--- config.mk ---
export PLATFORM = sky130hd
export DESIGN_NAME = load_store_unit_flat
export DESIGN_NICKNAME = d
export VERILOG_FILES = /design/src/rtl/load_store_unit_if.sv /design/src/rtl/load_store_unit.sv /design/src/flat_wrapper.sv
export SDC_FILE = /design/constraint.sdc
export NUM_CORES = 1
export LEC_CHECK = 0
export BUFFER_PORTS_ARGS = -buffer_cell sky130_fd_sc_hd__clkbuf_2
export CELL_PAD_IN_SITES_DETAIL_PLACEMENT = 0
export CELL_PAD_IN_SITES_GLOBAL_PLACEMENT = 2
export CORE_MARGIN = 2
export CORE_UTILIZATION = 36
export DETAILED_ROUTE_END_ITERATION = 12
export GPL_ROUTABILITY_DRIVEN = 0
export PLACE_DENSITY = 0.83
export SLEW_MARGIN = 0
export SYNTH_ARGS = -nofsm -noshare
export SYNTH_HDL_FRONTEND = slang
export SYNTH_SLANG_ARGS = --single-unit
--- constraint.sdc ---
create_clock -name clk -period 5.4 [get_ports clk]
set_input_delay 0.27 -clock clk [delete_from_list [all_inputs] [get_ports clk]]
set_output_delay 0.27 -clock clk [all_outputs]
set_load 0.01 [all_outputs]
--- src/rtl/load_store_unit_if.sv ---
// Request/response handshake plus the word-memory port of the load/store unit.
// The slave modport is the unit's view; master is the requester plus memory side.
interface load_store_unit_if;
    // Request channel
    logic        req_valid;
    logic        req_ready;
    logic        req_write;
    logic [2:0]  req_funct3;
    logic [63:0] req_addr;
    logic [63:0] req_wdata;

    // Response channel
    logic        resp_valid;
    logic [63:0] resp_rdata;
    logic        resp_fault;

    // 64-bit word memory: combinational read, posedge write
    logic        mem_read;
    logic        mem_write;
    logic [63:0] mem_addr;
    logic [63:0] mem_wdata;
    logic [63:0] mem_rdata;

    modport slave (
        input  req_valid,
        input  req_write,
        input  req_funct3,
        input  req_addr,
        input  req_wdata,
        input  mem_rdata,
        output req_ready,
        output resp_valid,
        output resp_rdata,
        output resp_fault,
        output mem_read,
        output mem_write,
        output mem_addr,
        output mem_wdata
    );

    modport master (
        output req_valid,
        output req_write,
        output req_funct3,
        output req_addr,
        output req_wdata,
        output mem_rdata,
        input  req_ready,
        input  resp_valid,
        input  resp_rdata,
        input  resp_fault,
        input  mem_read,
        input  mem_write,
        input  mem_addr,
        input  mem_wdata
    );
endinterface

--- src/rtl/load_store_unit.sv ---
// Single-outstanding load/store unit for a 64-bit word memory.
// Loads take one memory read; sub-word stores do read-modify-write; doubleword
// stores write directly. Misaligned or illegal requests fault without touching memory.
module load_store_unit (
    input logic              clk,
    input logic              rst_n,
    load_store_unit_if.slave bus
);

    typedef enum logic [2:0] {
        StIdle,
        StLd,
        StStRd,
        StStWr,
        StResp
    } state_e;

    state_e      state_q, state_d;
    logic [2:0]  funct3_q, funct3_d;
    logic [63:0] addr_q, addr_d;
    logic [63:0] wdata_q, wdata_d;
    logic [63:0] old_q, old_d;
    logic [63:0] rdata_q, rdata_d;
    logic        fault_q, fault_d;

    logic        req_fault;
    logic [5:0]  lane_shift;
    logic [63:0] word_addr;
    logic [63:0] ld_shifted;
    logic [63:0] ld_ext;
    logic [63:0] lane_mask;
    logic [63:0] st_merged;

    assign lane_shift = {addr_q[2:0], 3'b000};
    assign word_addr  = {addr_q[63:3], 3'b000};

    // Fault decode on the live request: alignment per access size, plus illegal codes
    always_comb begin
        req_fault = 1'b0;
        case (bus.req_funct3[1:0])
            2'b01:   req_fault = bus.req_addr[0];
            2'b10:   req_fault = |bus.req_addr[1:0];
            2'b11:   req_fault = |bus.req_addr[2:0];
            default: req_fault = 1'b0;
        endcase
        if (bus.req_write && bus.req_funct3[2]) begin
            req_fault = 1'b1;
        end
        if (!bus.req_write && (bus.req_funct3 == 3'b111)) begin
            req_fault = 1'b1;
        end
    end

    // Load path: align the addressed lane to bit 0 and extend per width code
    always_comb begin
        ld_shifted = bus.mem_rdata >> lane_shift;
        ld_ext     = 64'h0;
        case (funct3_q)
            3'b000:  ld_ext = {{56{ld_shifted[7]}}, ld_shifted[7:0]};
            3'b001:  ld_ext = {{48{ld_shifted[15]}}, ld_shifted[15:0]};
            3'b010:  ld_ext = {{32{ld_shifted[31]}}, ld_shifted[31:0]};
            3'b011:  ld_ext = ld_shifted;
            3'b100:  ld_ext = {56'h0, ld_shifted[7:0]};
            3'b101:  ld_ext = {48'h0, ld_shifted[15:0]};
            3'b110:  ld_ext = {32'h0, ld_shifted[31:0]};
            default: ld_ext = 64'h0;
        endcase
    end

    // Store path: splice the low bytes of the store data into the old word
    always_comb begin
        case (funct3_q[1:0])
            2'b00:   lane_mask = 64'h0000_0000_0000_00ff;
            2'b01:   lane_mask = 64'h0000_0000_0000_ffff;
            default: lane_mask = 64'h0000_0000_ffff_ffff;
        endcase
        st_merged = (old_q & ~(lane_mask << lane_shift)) | ((wdata_q & lane_mask) << lane_shift);
    end

    // Next-state and datapath register updates
    always_comb begin
        state_d  = state_q;
        funct3_d = funct3_q;
        addr_d   = addr_q;
        wdata_d  = wdata_q;
        old_d    = old_q;
        rdata_d  = rdata_q;
        fault_d  = fault_q;

        unique case (state_q)
            StIdle: begin
                if (bus.req_valid) begin
                    funct3_d = bus.req_funct3;
                    addr_d   = bus.req_addr;
                    wdata_d  = bus.req_wdata;
                    rdata_d  = 64'h0;
                    fault_d  = req_fault;
                    // Load/store direction is carried by the state from here on
                    if (req_fault) begin
                        state_d = StResp;
                    end else if (!bus.req_write) begin
                        state_d = StLd;
                    end else if (bus.req_funct3[1:0] == 2'b11) begin
                        state_d = StStWr;
                    end else begin
                        state_d = StStRd;
                    end
                end
            end
            StLd: begin
                rdata_d = ld_ext;
                state_d = StResp;
            end
            StStRd: begin
                old_d   = bus.mem_rdata;
                state_d = StStWr;
            end
            StStWr: begin
                state_d = StResp;
            end
            StResp: begin
                state_d = StIdle;
            end
            default: begin
                state_d = StIdle;
            end
        endcase
    end

    // State and captured-request registers
    always_ff @(posedge clk or negedge rst_n) begin
        if (!rst_n) begin
            state_q  <= StIdle;
            funct3_q <= 3'b000;
            addr_q   <= 64'h0;
            wdata_q  <= 64'h0;
            old_q    <= 64'h0;
            rdata_q  <= 64'h0;
            fault_q  <= 1'b0;
        end else begin
            state_q  <= state_d;
            funct3_q <= funct3_d;
            addr_q   <= addr_d;
            wdata_q  <= wdata_d;
            old_q    <= old_d;
            rdata_q  <= rdata_d;
            fault_q  <= fault_d;
        end
    end

    // Outputs decoded from state only
    always_comb begin
        bus.req_ready  = (state_q == StIdle);
        bus.resp_valid = (state_q == StResp);
        bus.resp_fault = (state_q == StResp) && fault_q;
        bus.resp_rdata = rdata_q;
        bus.mem_read   = (state_q == StLd) || (state_q == StStRd);
        bus.mem_write  = (state_q == StStWr);
        bus.mem_addr   = 64'h0;
        bus.mem_wdata  = 64'h0;
        if ((state_q == StLd) || (state_q == StStRd) || (state_q == StStWr)) begin
            bus.mem_addr = word_addr;
        end
        if (state_q == StStWr) begin
            bus.mem_wdata = (funct3_q[1:0] == 2'b11) ? wdata_q : st_merged;
        end
    end

endmodule

--- src/flat_wrapper.sv ---
// flat-port wrapper written by rule: the top's interface ports become plain ports
module load_store_unit_flat 
  (clk, rst_n, bus_req_valid, bus_req_write, bus_req_funct3, bus_req_addr, bus_req_wdata, bus_mem_rdata, bus_req_ready, bus_resp_valid, bus_resp_rdata, bus_resp_fault, bus_mem_read, bus_mem_write, bus_mem_addr, bus_mem_wdata);
  load_store_unit_if bus_i ();
  input logic clk;
  input logic rst_n;
  input wire logic [$bits(bus_i.req_valid)-1:0] bus_req_valid;
  input wire logic [$bits(bus_i.req_write)-1:0] bus_req_write;
  input wire logic [$bits(bus_i.req_funct3)-1:0] bus_req_funct3;
  input wire logic [$bits(bus_i.req_addr)-1:0] bus_req_addr;
  input wire logic [$bits(bus_i.req_wdata)-1:0] bus_req_wdata;
  input wire logic [$bits(bus_i.mem_rdata)-1:0] bus_mem_rdata;
  output wire logic [$bits(bus_i.req_ready)-1:0] bus_req_ready;
  output wire logic [$bits(bus_i.resp_valid)-1:0] bus_resp_valid;
  output wire logic [$bits(bus_i.resp_rdata)-1:0] bus_resp_rdata;
  output wire logic [$bits(bus_i.resp_fault)-1:0] bus_resp_fault;
  output wire logic [$bits(bus_i.mem_read)-1:0] bus_mem_read;
  output wire logic [$bits(bus_i.mem_write)-1:0] bus_mem_write;
  output wire logic [$bits(bus_i.mem_addr)-1:0] bus_mem_addr;
  output wire logic [$bits(bus_i.mem_wdata)-1:0] bus_mem_wdata;
  assign bus_i.req_valid = bus_req_valid;
  assign bus_i.req_write = bus_req_write;
  assign bus_i.req_funct3 = bus_req_funct3;
  assign bus_i.req_addr = bus_req_addr;
  assign bus_i.req_wdata = bus_req_wdata;
  assign bus_i.mem_rdata = bus_mem_rdata;
  assign bus_req_ready = bus_i.req_ready;
  assign bus_resp_valid = bus_i.resp_valid;
  assign bus_resp_rdata = bus_i.resp_rdata;
  assign bus_resp_fault = bus_i.resp_fault;
  assign bus_mem_read = bus_i.mem_read;
  assign bus_mem_write = bus_i.mem_write;
  assign bus_mem_addr = bus_i.mem_addr;
  assign bus_mem_wdata = bus_i.mem_wdata;
  load_store_unit u_core (.clk(clk), .rst_n(rst_n), .bus(bus_i));
endmodule
== Word-level counts from Yosys, hierarchy flattened ==
Cells that the tools add are included.

* Add/subtract/negate cells: 0
* Multiply operators: 0
* Div/mod/pow operators: 0
* Magnitude comparators: 0
* Equal/unequal tests: 17
* Shift-type cells: 3
* Multiplexer cells: 15
* Bitwise logic cells: 4
* Reduce and logical (&&, ||, !) cells: 15

{| class="wikitable"
|+ Operators by type and width
! cell !! count
|-
| one-hot mux 64 bit (7 select lines) || 1
|-
| two-way mux 64 bit || 4
|-
| one-hot mux 64 bit (2 select lines) || 1
|-
| bitwise AND 64 x 32 -> 64 bit || 1
|-
| bitwise AND 64 bit || 1
|-
| inverter 64 bit || 1
|-
| OR 64 bit || 1
|-
| one-hot mux 32 bit (2 select lines) || 1
|-
| left shift 32 x 6 -> 64 bit || 1
|-
| left shift 64 x 6 -> 64 bit || 1
|-
| >> shifter 64 x 6 -> 64 bit || 1
|-
| equality test 3 bit, second input constant || 5
|-
| equality test 3 x 2 -> 1 bit, second input constant || 4
|-
| two-way mux 3 bit || 3
|-
| one-hot mux 3 bit (3 select lines) || 1
|-
| equality test 2 bit, second input constant || 3
|-
| equality test 3 x 1 -> 1 bit, second input constant || 2
|-
| logical NOT 3 bit || 2
|-
| equality test 2 x 1 -> 1 bit, second input constant || 2
|-
| AND reduction 2 bit || 2
|-
| OR reduction 2 bit || 2
|-
| logical AND 1 bit || 3
|-
| two-way mux 1 bit || 3
|-
| one-hot mux 1 bit (3 select lines) || 1
|-
| 6 further kinds || 7
|}

* Bits in registers: 263
* Bits in latches: 0
* RAM bits: 0
* Memory bits (read-only): 0
* Input bits: 199
* Output and inout port bits: 197
* Logic and storage cells: 61
* Memories kept: 0

== Logic depth before layout (Yosys ltp) ==
* Depth in word-level cells: 8
* Gate-level depth with buffers: 10
* Mapped depth without buffers: 5

== Worst setup path after synthesis ==
Ideal clock, no wire load.

* Path type: register to register
* Start: reg u_core.state_q[0]
* End: reg u_core.wdata_q[61]
* Arrival time: 2.290 ns
* Required time: 5.275 ns
* Setup slack: 2.986 ns
* Cell stages (with the launch flop): 8
* Path buffers: 4
* Path through: dfrtp_1 > clkbuf_1 > nor3_1 > and2_1 > clkbuf_1 > clkbuf_1 > clkbuf_1 > mux2_2

* Longest elaborated chain between the ends: 2

{| class="wikitable"
|+ RTL lines
! element !! RTL line !! source
|-
| from (decl) || load_store_unit.sv:18 || <nowiki>state_e state_q, state_d;</nowiki>
|-
| from (signal assigned) || load_store_unit.sv:133 || <nowiki>state_q <= StIdle;</nowiki>
|-
| from (signal assigned) || load_store_unit.sv:141 || <nowiki>state_q <= state_d;</nowiki>
|-
| logical NOT 3 bit || n/a ||
|-
| net bus_req_ready || flat_wrapper.sv:13 || <nowiki>output wire logic [$bits(bus_i.req_ready)-1:0] bus_req_ready;</nowiki>
|-
| AND reduction 2 bit (no line) || n/a ||
|-
| to (signal assigned) || load_store_unit.sv:144 || <nowiki>wdata_q <= wdata_d;</nowiki>
|-
| to (decl) || load_store_unit.sv:21 || <nowiki>logic [63:0] wdata_q, wdata_d;</nowiki>
|}

The timed path passes the listed nets, and every way through them passes these cells.
A chain may end at the register's enable or synchronous reset.

== Final worst setup path ==
* Start: reg u_core.funct3_q[1]
* End: out bus_mem_wdata[7]

* Longest elaborated chain between the ends: 8

{| class="wikitable"
|+ RTL lines
! element !! RTL line !! source
|-
| from (decl) || load_store_unit.sv:19 || <nowiki>logic [2:0] funct3_q, funct3_d;</nowiki>
|-
| from (signal assigned) || load_store_unit.sv:142 || <nowiki>funct3_q <= funct3_d;</nowiki>
|-
| equality test 2 x 1 -> 1 bit / logical NOT 2 bit (equally long branches) || load_store_unit.sv:72 || <nowiki>case (funct3_q[1:0])</nowiki>
|-
| one-hot mux 32 bit (2 select lines) || load_store_unit.sv:72 ||
|-
| left shift 32 x 6 -> 64 bit || load_store_unit.sv:77 || <nowiki>st_merged = (old_q & ~(lane_mask << lane_shift)) | ((wdata_q & lane_mask) << lane_shift);</nowiki>
|-
| inverter 64 bit || load_store_unit.sv:77 ||
|-
| bitwise AND 64 bit || load_store_unit.sv:77 ||
|-
| OR 64 bit || load_store_unit.sv:77 ||
|-
| two-way mux 64 bit (*) || load_store_unit.sv:165 || <nowiki>bus.mem_wdata = (funct3_q[1:0] == 2'b11) ? wdata_q : st_merged;</nowiki>
|-
| two-way mux 64 bit (*) || load_store_unit.sv:164 || <nowiki>if (state_q == StStWr) begin</nowiki>
|-
| to (decl) || flat_wrapper.sv:20 || <nowiki>output wire logic [$bits(bus_i.mem_wdata)-1:0] bus_mem_wdata;</nowiki>
|}

Every way passes the cells marked *; elsewhere a longest branch is shown, timed or not.

==> impl_metrics.env <==
export IMPL_status="finished clean"
export IMPL_io_pins=396
export IMPL_drt_wl_total_mm=56.82
export IMPL_ys_seq_area_frac=0.4606
export IMPL_syn2layout_area_growth_pct=34.17
export IMPL_hold_violations=0
export IMPL_synth_top_area_frac=0.4606
export IMPL_crit_top_cell="buf_4"
export IMPL_portBuffers=392
export IMPL_crit_buf_inv=3
export IMPL_worst_slew_pin_slew_ps=1283
export IMPL_criticalPathCategory="reg -> out"
export IMPL_start_kind="flip-flop"
export IMPL_drtIter0Drc=1015
export IMPL_synthTopCellsByArea="dfrtp_1 46%, mux2_2 18%, o21ai_0 3.7%"
export IMPL_power_density_mw_per_mm2=594.0
export IMPL_vdd_drop_max_mv=0.3663
export IMPL_setup_viol=0
export IMPL_leakage_nw=8.804
export IMPL_grt_pass1_vias=13080
export IMPL_synth_cell_types=59
export IMPL_path_clk_slew_ps=60
export IMPL_syn_avg_cell_area_um2=11.12
export IMPL_die_width_um=203.2
export IMPL_diodes=0
export IMPL_post_cts_buffers=0
export IMPL_die_h_um=203.2
export IMPL_vias=12930
export IMPL_synth_cells=1285
export IMPL_clk_latency_ps=600
export IMPL_drive_above_1_share=0.4094
export IMPL_drt_vias_per_instance=5.605
export IMPL_start_util=0.3671
export IMPL_gr_total_overflow=0
export IMPL_crit_required_ps=5130
export IMPL_hold_class="in -> reg"
export IMPL_worstSetupEndpointType="output port"
export IMPL_grt_antenna_before_repair=0
export IMPL_holdWs_ps=14.08
export IMPL_arrival_ps=3500
export IMPL_crit_path_cell_trace="buf_4 > and2_1 > buf_4 > a21oi_1 > mux2i_1 > nor2_1 > clkbuf_2"
export IMPL_grt_pass1_wl_mm=83.72
export IMPL_slew_headroom=0.1326
export IMPL_ys_top_cells_by_count="263 x dfrtp_1, 232 x mux2_2, 106 x o21ai_0"
export IMPL_synth_edf_count=0
export IMPL_cts_max_path_buffers=3
export IMPL_synth_seq_cells=263
export IMPL_grt_max_degree=105
export IMPL_cts_root_buffer="clkbuf_16"
export IMPL_grt_total_usage=0.2708
export IMPL_yosys_cell_count_top_type="dfrtp_1"
export IMPL_synth_main_ff_cell="dfrtp_1"
export IMPL_tns_ps=0
export IMPL_worst_hold_path_num_cells=2
export IMPL_slew_violations=0
export IMPL_slowest_delay_ps=990
export IMPL_finalCritPeriodShare=0.6979
export IMPL_firstDrtPassIters=5
export IMPL_drtAntennaViolNets=0
export IMPL_wl_per_cell_um=24.64
export IMPL_crit_fanout=53
export IMPL_final_util=0.4926
export IMPL_fin_skew_ps=18.62
export IMPL_num_rows=72
export IMPL_maxCapViolations=0
export IMPL_synth_warnings=0
export IMPL_cts_htree_levels=1
export IMPL_core_mm2=0.03892
export IMPL_slowest_stage="a21oi_1"
export IMPL_die_area_mm2=0.04130
export IMPL_post_dp_hpwl_mm=41.47
export IMPL_cp_top_family="compound AO/OA/AOI/OAI gates"
export IMPL_yosys_area_top_type="dfrtp_1"
export IMPL_cts_tree="built"
export IMPL_rr_worst_depth=5
export IMPL_async_flop_share=1.000
export IMPL_cts_sinks=263
export IMPL_rsz0062_at_grt="no"
export IMPL_period_needed_ps=3769
export IMPL_cts_made_buffers=31
export IMPL_fin_nets=1962
export IMPL_route_detailed_drc=0
export IMPL_cp_num_cells=7
export IMPL_max_freq_mhz=265.3
export IMPL_syn_area_mm2=0.01429
export IMPL_power_mw=11.39
==> per-layer routing <==
metal / share of wire / up-vias / track usage
li1: - / 5783 / -
met1: 0.42 / 6431 / 0.3586
met2: 0.47 / 606 / 0.4442
met3: 0.078 / 105 / 0.05737
met4: 0.034 / 0 / 0.08525
met5: 0 / - / 0
==> power breakdown <==
| group | leakage, nW | internal [mW] | total (mW) | switching (mW) |
|---|---|---|---|---|
| clock network | 0.501 | 1.26 | 2.14 | 0.880 |
| logic | 5.08 | 2.40 | 5.30 | 2.90 |
| registers | 3.22 | 2.91 | 3.95 | 1.04 |
==> per-stage QoR <==
stage	setup slack [ps]	instances	area, µm²
6_report	1631	2306	19170
5_1_grt	1376	2306	19170
4_1_cts	1669	2306	19170
3_5_place_dp	1950	2093	16590
3_3_place_gp	2063	2093	16590
2_1_floorplan	2986	1287	14300
==> flip-flops by register name, indices dropped and copies added (netlist names) <==
register and cells:
u_core.funct3_q 3, u_core.addr_q 64, u_core.old_q 64, u_core.state_q 3, u_core.fault_q 1, u_core.bus.resp_rdata 64, u_core.wdata_q 64
==> final timing paths <==
| path | from | endpoint | slack, ps |
|---|---|---|---|
| setup / recovery | u_core.funct3_q[1] | bus_mem_wdata[7] | 1630 |
| hold / removal | bus_mem_rdata[16] | u_core.old_q[16] | 10 |
| setup reg to reg | u_core.addr_q[0] | u_core.bus.resp_rdata[38] | 1910 |
| hold reg to reg | u_core.bus.resp_rdata[4] | u_core.bus.resp_rdata[4] | 490 |
| max in group asynchronous | rst_n | u_core.addr_q[17] | 3720 |
| min in group asynchronous | rst_n | u_core.bus.resp_rdata[10] | 300 |
==> cells by family after synthesis <==
| kind of cell | count (synthesis) | share of synthesized area |
|---|---|---|
| AO/OA/AOI/OAI | 347 | 0.1728 |
| XOR/XNOR | 1 | 0.0006131 |
| buffers and inverters | 128 | 0.03818 |
| flip-flops | 263 | 0.4606 |
| multiplexers | 295 | 0.2401 |
| other | 1 | 0.0002625 |
| AND/OR/NAND/NOR | 250 | 0.08740 |
==> area by class of cell <==
type	instances	area [µm²]
Clock buffer	44	864.6
Clock inverter	14	165.2
Fill cell	3602	19750
Inverter	5	18.77
Multi-Input combinational cell	896	7196
Sequential cell	263	6586
Tap cell	518	648.1
Timing Repair Buffer	566	3691
==> placed cells by master, fill, tap and decap left out, types with 4 or more instances in the layout <==
master | Yosys | layout
nor3_1 | 8 | 8
mux2_2 | 232 | 232
and3_1 | 4 | 4
buf_4 | 4 | 17
clkbuf_8 | 0 | 4
a221oi_1 | 43 | 43
mux4_2 | 15 | 15
a22o_1 | 29 | 29
dfrtp_1 | 263 | 261
o21ai_0 | 106 | 106
mux2i_1 | 48 | 48
dlygate4sd3_1 | 0 | 155
clkinv_2 | 0 | 5
clkbuf_2 | 1 | 391
clkbuf_16 | 0 | 31
nand2_1 | 53 | 53
nand4_1 | 8 | 8
nand2b_1 | 11 | 11
o2111ai_1 | 8 | 8
a221o_2 | 10 | 10
o211ai_1 | 7 | 7
inv_1 | 4 | 4
a22oi_1 | 22 | 22
nand3_1 | 15 | 15
a222oi_1 | 5 | 5
nor2_1 | 70 | 69
a21o_1 | 4 | 4
o211a_1 | 9 | 9
clkbuf_1 | 82 | 9
and2_1 | 66 | 65
a221o_1 | 22 | 22
o2bb2ai_1 | 7 | 7
a21oi_1 | 51 | 51
a211oi_1 | 6 | 6
==> repair_timing <==
action	4_1_cts	5_1_grt
resized for setup	0	0
hold buffers	155	0
hold endpoints to repair	256	0
No activity file was read; power rests on OpenSTA's default activity.
